[config.mk]
export PLATFORM = sky130hd
export DESIGN_NAME = dense_layer_axil_master
export DESIGN_NICKNAME = d
export VERILOG_FILES = /design/src/rtl/dense_layer_axil_pkg.sv /design/src/rtl/dense_layer_axil_master.sv
export SDC_FILE = /design/constraint.sdc
export NUM_CORES = 1
export LEC_CHECK = 0
export ABC_AREA = 1
export CORE_MARGIN = 5
export CORE_UTILIZATION = 44
export CTS_BUF_LIST = sky130_fd_sc_hd__clkbuf_8
export CTS_CLUSTER_DIAMETER = 50
export DETAILED_ROUTE_END_ITERATION = 12
export PLACE_DENSITY = 0.81
export RECOVER_POWER = 50
export SETUP_SLACK_MARGIN = 0.3
export SYNTH_ARGS = -nofsm -noshare
export SYNTH_HDL_FRONTEND = slang
export SYNTH_SLANG_ARGS = --single-unit
[constraint.sdc]
create_clock -name clk -period 3.1 [get_ports clk]
set_input_delay 0.31 -clock clk [delete_from_list [all_inputs] [get_ports clk]]
set_output_delay 0.31 -clock clk [all_outputs]
set_load 0.05 [all_outputs]
[src/rtl/dense_layer_axil_pkg.sv]
// Shared AXI-Lite definitions for the dense-layer BAR0 block: response codes,
// register map (shared with the slave) and master FSM state encoding.
package dense_layer_axil_pkg;

  typedef enum logic [1:0] {
    OKAY   = 2'd0,
    EXOKAY = 2'd1,
    SLVERR = 2'd2,
    DECERR = 2'd3
  } axil_resp_e;

  localparam logic [7:0] REG_START        = 8'h00;
  localparam logic [7:0] REG_DEBUG_RST    = 8'h04;
  localparam logic [7:0] REG_DEBUG_COUNT  = 8'h08;
  localparam logic [7:0] REG_STATUS       = 8'h0C;
  localparam logic [7:0] REG_START_TIME_L = 8'h10;
  localparam logic [7:0] REG_START_TIME_H = 8'h14;
  localparam logic [7:0] REG_END_TIME_L   = 8'h18;
  localparam logic [7:0] REG_END_TIME_H   = 8'h1C;

  typedef logic [2:0] mst_state_t;

  localparam mst_state_t ST_IDLE = 3'd0;
  localparam mst_state_t ST_WR   = 3'd1;
  localparam mst_state_t ST_WR_B = 3'd2;
  localparam mst_state_t ST_RD_A = 3'd3;
  localparam mst_state_t ST_RD_R = 3'd4;
  localparam mst_state_t ST_RSP  = 3'd5;

endpackage

[src/rtl/dense_layer_axil_master.sv]
// Single-outstanding AXI-Lite initiator: turns a valid/ready command into one
// AW/W/B or AR/R transaction and returns a registered valid/ready response.
module dense_layer_axil_master
  import dense_layer_axil_pkg::*;
#(
  parameter int unsigned ADDR_WIDTH     = 32,
  parameter int unsigned TIMEOUT_CYCLES = 1024
) (
  input  logic                  clk,
  input  logic                  rst_n,
  input  logic                  cmd_valid,
  output logic                  cmd_ready,
  input  logic                  cmd_write,
  input  logic [ADDR_WIDTH-1:0] cmd_addr,
  input  logic [31:0]           cmd_wdata,
  input  logic [3:0]            cmd_wstrb,
  output logic                  rsp_valid,
  input  logic                  rsp_ready,
  output logic                  rsp_write,
  output logic [31:0]           rsp_rdata,
  output logic [1:0]            rsp_resp,
  output logic                  timeout_err,
  output logic [ADDR_WIDTH-1:0] m_awaddr,
  output logic                  m_awvalid,
  input  logic                  m_awready,
  output logic [31:0]           m_wdata,
  output logic [3:0]            m_wstrb,
  output logic                  m_wvalid,
  input  logic                  m_wready,
  input  logic [1:0]            m_bresp,
  input  logic                  m_bvalid,
  output logic                  m_bready,
  output logic [ADDR_WIDTH-1:0] m_araddr,
  output logic                  m_arvalid,
  input  logic                  m_arready,
  input  logic [31:0]           m_rdata,
  input  logic [1:0]            m_rresp,
  input  logic                  m_rvalid,
  output logic                  m_rready
);

  localparam int unsigned     CNT_W   = $clog2(TIMEOUT_CYCLES + 1);
  localparam logic [CNT_W-1:0] CNT_MAX = CNT_W'(TIMEOUT_CYCLES);

  mst_state_t            state_q, state_d;
  logic                  aw_done_q, aw_done_d, w_done_q, w_done_d;
  logic [ADDR_WIDTH-1:0] awaddr_q, awaddr_d, araddr_q, araddr_d;
  logic [31:0]           wdata_q, wdata_d;
  logic [3:0]            wstrb_q, wstrb_d;
  logic                  awvalid_q, awvalid_d, wvalid_q, wvalid_d;
  logic                  bready_q, bready_d, arvalid_q, arvalid_d, rready_q, rready_d;
  logic                  rsp_valid_q, rsp_valid_d, rsp_write_q, rsp_write_d;
  logic [31:0]           rsp_rdata_q, rsp_rdata_d;
  axil_resp_e            rsp_resp_q, rsp_resp_d;
  logic                  timeout_q, timeout_d;
  logic [CNT_W-1:0]      cnt_q, cnt_d;
  logic                  aw_hs, w_hs, bus_busy;

  assign aw_hs    = awvalid_q & m_awready;
  assign w_hs     = wvalid_q & m_wready;
  assign bus_busy = (state_q == ST_WR) || (state_q == ST_WR_B) ||
                    (state_q == ST_RD_A) || (state_q == ST_RD_R);

  always_comb begin
    state_d     = state_q;
    aw_done_d   = aw_done_q;
    w_done_d    = w_done_q;
    awaddr_d    = awaddr_q;
    araddr_d    = araddr_q;
    wdata_d     = wdata_q;
    wstrb_d     = wstrb_q;
    awvalid_d   = awvalid_q;
    wvalid_d    = wvalid_q;
    bready_d    = bready_q;
    arvalid_d   = arvalid_q;
    rready_d    = rready_q;
    rsp_valid_d = rsp_valid_q;
    rsp_write_d = rsp_write_q;
    rsp_rdata_d = rsp_rdata_q;
    rsp_resp_d  = rsp_resp_q;
    timeout_d   = timeout_q;
    cnt_d       = cnt_q;

    // Saturating watchdog; the transaction keeps running so the bus stays legal.
    if (bus_busy) begin
      if (cnt_q != CNT_MAX) cnt_d = cnt_q + 1'b1;
      if (cnt_q == CNT_MAX - 1'b1) timeout_d = 1'b1;
    end

    case (state_q)
      ST_IDLE: begin
        if (cmd_valid) begin
          timeout_d = 1'b0;
          cnt_d     = '0;
          aw_done_d = 1'b0;
          w_done_d  = 1'b0;
          if (cmd_write) begin
            awaddr_d  = cmd_addr;
            wdata_d   = cmd_wdata;
            wstrb_d   = cmd_wstrb;
            awvalid_d = 1'b1;
            wvalid_d  = 1'b1;
            state_d   = ST_WR;
          end else begin
            araddr_d  = cmd_addr;
            arvalid_d = 1'b1;
            state_d   = ST_RD_A;
          end
        end
      end
      ST_WR: begin
        if (aw_hs) begin
          awvalid_d = 1'b0;
          aw_done_d = 1'b1;
        end
        if (w_hs) begin
          wvalid_d = 1'b0;
          w_done_d = 1'b1;
        end
        if ((aw_done_q || aw_hs) && (w_done_q || w_hs)) begin
          bready_d = 1'b1;
          state_d  = ST_WR_B;
        end
      end
      ST_WR_B: begin
        if (m_bvalid) begin
          rsp_resp_d  = axil_resp_e'(m_bresp);
          rsp_rdata_d = '0;
          rsp_write_d = 1'b1;
          rsp_valid_d = 1'b1;
          bready_d    = 1'b0;
          state_d     = ST_RSP;
        end
      end
      ST_RD_A: begin
        if (m_arready) begin
          arvalid_d = 1'b0;
          rready_d  = 1'b1;
          state_d   = ST_RD_R;
        end
      end
      ST_RD_R: begin
        if (m_rvalid) begin
          rsp_resp_d  = axil_resp_e'(m_rresp);
          rsp_rdata_d = m_rdata;
          rsp_write_d = 1'b0;
          rsp_valid_d = 1'b1;
          rready_d    = 1'b0;
          state_d     = ST_RSP;
        end
      end
      ST_RSP: begin
        if (rsp_ready) begin
          rsp_valid_d = 1'b0;
          state_d     = ST_IDLE;
        end
      end
      default: state_d = ST_IDLE;
    endcase
  end

  always_ff @(posedge clk or negedge rst_n) begin
    if (!rst_n) begin
      state_q     <= ST_IDLE;
      aw_done_q   <= 1'b0;
      w_done_q    <= 1'b0;
      awaddr_q    <= '0;
      araddr_q    <= '0;
      wdata_q     <= '0;
      wstrb_q     <= '0;
      awvalid_q   <= 1'b0;
      wvalid_q    <= 1'b0;
      bready_q    <= 1'b0;
      arvalid_q   <= 1'b0;
      rready_q    <= 1'b0;
      rsp_valid_q <= 1'b0;
      rsp_write_q <= 1'b0;
      rsp_rdata_q <= '0;
      rsp_resp_q  <= OKAY;
      timeout_q   <= 1'b0;
      cnt_q       <= '0;
    end else begin
      state_q     <= state_d;
      aw_done_q   <= aw_done_d;
      w_done_q    <= w_done_d;
      awaddr_q    <= awaddr_d;
      araddr_q    <= araddr_d;
      wdata_q     <= wdata_d;
      wstrb_q     <= wstrb_d;
      awvalid_q   <= awvalid_d;
      wvalid_q    <= wvalid_d;
      bready_q    <= bready_d;
      arvalid_q   <= arvalid_d;
      rready_q    <= rready_d;
      rsp_valid_q <= rsp_valid_d;
      rsp_write_q <= rsp_write_d;
      rsp_rdata_q <= rsp_rdata_d;
      rsp_resp_q  <= rsp_resp_d;
      timeout_q   <= timeout_d;
      cnt_q       <= cnt_d;
    end
  end

  assign cmd_ready   = (state_q == ST_IDLE);
  assign rsp_valid   = rsp_valid_q;
  assign rsp_write   = rsp_write_q;
  assign rsp_rdata   = rsp_rdata_q;
  assign rsp_resp    = rsp_resp_q;
  assign timeout_err = timeout_q;
  assign m_awaddr    = awaddr_q;
  assign m_awvalid   = awvalid_q;
  assign m_wdata     = wdata_q;
  assign m_wstrb     = wstrb_q;
  assign m_wvalid    = wvalid_q;
  assign m_bready    = bready_q;
  assign m_araddr    = araddr_q;
  assign m_arvalid   = arvalid_q;
  assign m_rready    = rready_q;

endmodule
==> results of run 1 <==
-- logic make-up (layout without fill, tap and decap cells) --
group	after synthesis	after routing	synth area share, %
fa+ha+maj	2	2	0.388
xor+xnor	4	4	0.544
simple gates	296	296	18.7
compound gates	120	120	12.2
flops	158	158	61.4
buf+inv	95	362	6.78
-- cell type report --
class	instances	area share (%)
repair buffers	265	28.0
inverters	65	2.59
well taps	184	2.44
flip-flops and latches	158	41.9
clock buffers	17	2.48
clock inverters	15	1.43
multi-input cells	422	21.2
-- path summary, 6_finish.rpt --
path / from / end / slack (ns) / cells past startpoint
max reg2reg: state_q[1] / m_araddr[28] / 0.72 / 7
min reg2reg: m_wdata[20] / m_wdata[20] / 0.47 / 2
max: state_q[1] / cmd_ready / 0.49 / 4
max in group asynchronous: rst_n / m_awaddr[0] / 0.87 / 3
min in group asynchronous: rst_n / cnt_q[1] / 0.76 / 2
min: cmd_wdata[10] / m_wdata[10] / 0.39 / 3
-- critical path: stages (launching register included) --
cell and delay (ns):
dfrtp_1 0.45, nor2_1 0.29, nand2_4 0.13, inv_2 0.16, clkdlybuf4s50_1 0.82
-- report_power, final --
part / internal (mW) / leakage (nW) / total [mW] / switching [mW]
combinational: 2.20 / 2.39 / 6.84 / 4.64
sequential: 2.99 / 2.01 / 3.54 / 0.549
clock: 0.645 / 0.188 / 1.43 / 0.788
-- state kept, by name (all words and copies together) (netlist names), 2 cells and up --
| register | flops |
|---|---|
| cnt_q | 11 |
| m_araddr | 32 |
| m_awaddr | 32 |
| m_wdata | 32 |
| m_wstrb | 4 |
| rsp_rdata | 32 |
| rsp_resp | 2 |
| state_q | 3 |
-- cell usage in the layout (no fill, tap or decap), types with 5 or more instances in the layout --
cell type | netlist | routed
o21ai_0 | 41 | 64
nand2_1 | 247 | 247
clkdlybuf4s50_1 | 0 | 255
buf_4 | 2 | 5
clkbuf_8 | 0 | 17
nand4_1 | 7 | 7
inv_1 | 61 | 64
inv_6 | 0 | 6
nor3_1 | 5 | 5
o21ai_1 | 18 | 5
nor2_1 | 18 | 20
nand3_1 | 13 | 14
a21oi_1 | 9 | 9
dfrtp_1 | 158 | 158
a22o_1 | 32 | 32
-- metal layers --
| metal | part of all wire (%) | track usage [%] | vias up |
|---|---|---|---|
| li1 | - | - | 2665 |
| met1 | 39 | 23.9 | 2559 |
| met2 | 48 | 31.5 | 189 |
| met3 | 11 | 9.07 | 26 |
| met4 | 1.8 | 6.59 | 0 |
| met5 | 0 | 0 | - |
-- per-stage QoR --
stage	total power, mW	setup slack (ns)	hold slack, ns	utilization, %
6_report	11.8	0.494	0.393	65.4
2_1_floorplan	8.11	1.46	0.0144	-
5_1_grt	12.5	0.355	0.367	65.4
3_5_place_dp	10.5	1.02	0.312	63.3
3_3_place_gp	10.4	1.05	0.312	63.3
4_1_cts	12.0	0.598	0.358	66.0
==> summary.txt, run 1 <==
Run status
  – Outcome: completed

Clock tree
  – Total CTS buffers: 17
  – Post_cts resized: 0
  – CTS hold repair buffers: 1
  – Clk buf depth: 2
  – Post-CTS setup buffers: 0
  – Clock Sinks: 158
  – Clock slew at reported path FFs: approximately 0.09 ns
  – Clock root buffer: clkbuf_8
  – CTS tree: done
  – Clock latency at the later pin of the worst-skew pair: 0.45 ns
  – Htree depth: 4

Global route
  – Initial antenna violation count: 0
  – Largest net degree at the start of global routing: between 100 and 150
  – First-pass GRT wire length: roughly 27,000 um
  – Vias in the first global route: around 5,300
  – GRT overflow: 0
  – GRT Resource Usage Total: 19.8%

STA
  – # setup viols final: 0
  – Max-slew violation count: 0
  – F_max: 0.384 GHz
  – Period utilization: ~84%
  – Final min period: between 2 and 3 ns
  – Post-route setup TNS: 0 ns
  – Hold Fails Final Rpt: 0
  – Worst slew pin tran: about 1.4 ns
  – RSZ-0062 raised after global routing: false
  – Relative slew margins: 3.56%
  – Clock Skew: 0.00937 ns

Detailed routing
  – Final ANT Viol Nets: 0
  – # DRC: 0
  – Drt pass-1 iters: 4
  – Vias post-DR: 5,439
  – DR WL/cell: 14.7 um
  – Vias/cell: 4.83
  – Starting DRT DRC Count: 252
  – Total Wirelength: 16,600 um

Critical path
  – Worst setup SP type: register
  – Worst setup EP type: output pin
  – CP required: 2.79 ns
  – Setup CP Type: reg -> out
  – Max FO, Critical Path: 9
  – Worst path arrival time: 2.30 ns

Logic synthesis
  – Synth async-reset ratio: 100%
  – Number of synthesized flops with an enable pin: 0
  – Post-synthesis sequential area ratio: about three fifths
  – Synth Register Bits: between 150 and 200
  – Syn_nets: about 800
  – Top_reg_cell synth: dfrtp_1
  – Top post-synthesis cells by count: nand2_1 (247), dfrtp_1 (158), inv_1 (61)
  – Post-synth top area cell: dfrtp_1
  – Synth area leaders: dfrtp_1 (61%), nand2_1 (14%), a22o_1 (4.3%)
  – Yosys top cell area share: 61.4%
  – Mapped Cells: 675
  – Synth warn: 0
  – Most numerous cell in the Yosys netlist: nand2_1
  – Netlist Area Pre-Place: 6440 sq um
  – Post-synthesis area per instance: approximately 9.5 sq um
  – Cell variety after synth: 29

Floorplan
  – Chip Height: ~130 um
  – Core Footprint: 14,400 sq um
  – Initial Util: approximately 45%
  – Total Die Area: 17,200 sq um
  – Die W: about 130 um
  – I/O pins: 257
  – Site Rows: 44

Final layout
  – Syn-to-layout area delta: 46.4%
  – Seq. cell area: 3950 sq um
  – Final #Nets: 1,045
  – Design area: 9440 sq um
  – Fin cells: 1,126
  – Ant. Diodes: 0
  – Layout cell share with drive strength beyond 1: about 5%
  – Multi-input gate area: 2000 sq um
  – Filler cells: 1,176

Worst hold path
  – Worst Hold Class: in -> reg

Place
  – Detail Placement HPWL: ~12,000 um
  – Post-DP Area: 9140 sq um
  – PortBufs: roughly 260
  – Routability cong.: approximately 0.82
  – Placed Cells: 1,093

Job
  – Maxcap violations: 0

Pwr
  – P per Cell Area: 1250 nW/um^2
  – Max IR drop VDD: 766 uV
  – Static leakage: 4.59 nW
Power figures use the tool's default switching activity.
==> inputs of run 2 (changes only) <==
CORE_UTILIZATION = 41   (was 44)
PLACE_DENSITY = 0.79   (was 0.81)
clock period = 2.35 ns   (was 3.1 ns; I/O delays follow)
==> run 2 against run 1 <==
Design area is 1.6% higher. Final cell count is 2.8% higher. Clock power is 43% higher. Via count is 0.88% higher. Routed wire length is 5.8% higher. Sequential share of layout area is 0.65 points lower. Power is 34% higher. Flip-flop and latch count stayed put. Critical path depth stayed put. Utilization is 2.8 points lower. Register-to-register slack worse by 0.32 ns. The flow now finishes with violations (max-capacitance violations, max-slew violations). Clock-buffer cell count is 1 higher.
==> summary.txt, run 2 (same netlist as run 1, synthesis figures left out) <==
Global route
  – Initial antenna violation count: 0
  – GRT overflow: 0
  – GRT Resource Usage Total: a little under a fifth
  – Vias in the first global route: 5,457
  – First-pass GRT wire length: 27,700 um
  – Largest net degree at the start of global routing: 75

Critical path
  – Critical R2R Launch: state_q[0]
  – Setup CP Type: reg -> out
  – Reg2Reg Depth: 8
  – Worst setup path start: state_q[0]
  – Worst path arrival time: around 1.7 ns
  – CP required: 2.12 ns
  – Max FO, Critical Path: 9
  – Reg2Reg Setup Slack: 0.40 ns
  – Worst setup SP type: register
  – Worst setup EP type: output pin
  – Worst R2R End: m_awaddr[8]

Clock tree
  – Post-CTS setup buffers: 0
  – Clock root buffer: clkbuf_8
  – Total CTS buffers: 17
  – CTS tree: done
  – Clock Sinks: about 160
  – Clock latency at the later pin of the worst-skew pair: 0.43 ns
  – Clk buf depth: 2
  – Htree depth: 4
  – Clock slew at reported path FFs: 0.09 ns

Floorplan
  – Die W: 135 um
  – I/O pins: 257
  – Chip Height: between 100 and 150 um
  – Core Footprint: roughly 15,000 sq um
  – Initial Util: 42.1%
  – Total Die Area: 18,300 sq um
  – Site Rows: between 40 and 50

Run status
  – Outcome: finished, violations left
  – Failing checks: max-capacitance violations, max-slew violations

Detailed routing
  – # DRC: 0
  – Vias post-DR: roughly 5,500
  – Drt pass-1 iters: 4
  – Vias/cell: 4.74
  – DR WL/cell: about 15 um
  – Final ANT Viol Nets: 0
  – Starting DRT DRC Count: 310
  – Total Wirelength: 17,500 um

STA
  – Final min period: 1.96 ns
  – F_max: 0.509 GHz
  – Worst setup margin: between 0.3 and 0.4 ns
  – Post-route setup TNS: 0 ns
  – Hold Fails Final Rpt: 0
  – Max-slew violation count: 58
  – Hold slack: 0.329 ns
  – # setup viols final: 0
  – Worst slew pin tran: 1.52 ns
  – Period utilization: 83.6%
  – RSZ-0062 raised after global routing: false
  – Relative slew margins: -1.38%
  – Clock Skew: 0.0141 ns

Place
  – Routability cong.: 0.872
  – PortBufs: 256
  – Detail Placement HPWL: 12,800 um
  – Placed Cells: between 1,000 and 1,500
  – Place WS: between 0.4 and 0.5 ns

Final layout
  – Syn-to-layout area delta: 48.7%
  – Layout cell share with drive strength beyond 1: 6.13%
  – Final #Nets: 1,049
  – Fin cells: roughly 1,200
  – Filler cells: approximately 1,300
  – Most common cell after layout, fill and taps aside: clkdlybuf4s50_1
  – Ant. Diodes: 0
  – Commonest non-fill, non-tap cells in the layout: clkdlybuf4s50_1 (254), nand2_1 (247), dfrtp_1 (158), inv_1 (64), o21ai_0 (55)

Worst hold path
  – Depth of the worst hold-timing path: 3
  – Worst Hold Class: in -> reg
  – Worst hold start: cmd_wdata[1]
  – Hold EP: m_wdata[1]

Pwr
  – Max IR drop VDD: between 900 and 1000 uV
  – P per Cell Area: 1650 nW/um^2
  – Static leakage: about 4.6 nW

Job
  – Maxcap violations: 1
## run 2: critical path, cell delays in order (launching register included)
cell	delay [ns]
dfrtp_1	0.44
inv_1	0.21
nand2_4	0.11
inv_2	0.15
clkdlybuf4s15_2	0.39
## run 2: routing by layer
metal	vias to the layer above	GRT usage, %	share of wire [%]
li1	2666	-	-
met4	0	6.66	2.0
met1	2589	24.3	41
met5	-	0	0
met2	209	29.6	48
met3	23	7.50	9.2
## run 2: stage by stage
step / instance area, sq um / total power [mW] / utilization [%]
3_5_place_dp: 9220 / 14.0 / 60.2
6_report: 9580 / 15.9 / 62.6
4_1_cts: 9640 / 16.1 / 62.9
2_1_floorplan: 6440 / 10.7 / -
5_1_grt: 9580 / 16.7 / 62.6
3_3_place_gp: 9220 / 13.8 / 60.2
## run 2: area by class of cell
type                            count  area, sq um  area share (%)
Clock buffer                       18          248            2.59
Clock inverter                     14          155            1.62
Inverter                           65          244            2.55
Multi-Input combinational cell    422         2030            21.2
Sequential cell                   158         3950            41.3
Tap cell                          211          264            2.75
Timing Repair Buffer              269         2690            28.0
## run 2: worst max path at each step
stage                    to  slack [ns]  cells past startpoint
2_1_floorplan  m_araddr[22]        0.71                      8
3_3_place_gp      cmd_ready        0.47                      4
3_5_place_dp      cmd_ready        0.43                      4
4_1_cts           cmd_ready        0.37                      4
5_1_grt         m_awaddr[4]        0.22                      9
6_report          cmd_ready        0.39                      4
## run 2: power by group
| part | internal, mW | switching, mW | total, mW |
|---|---|---|---|
| clock network | 0.993 | 1.05 | 2.04 |
| registers | 3.95 | 0.739 | 4.68 |
| logic | 2.94 | 6.19 | 9.13 |
## run 2: what timing repair did
item                                   in CTS  in global routing
setup endpoints to repair                   1                  0
hold buffers                                1                  0
resized for setup                           3                  0
endpoints found under the hold margin      56                  0
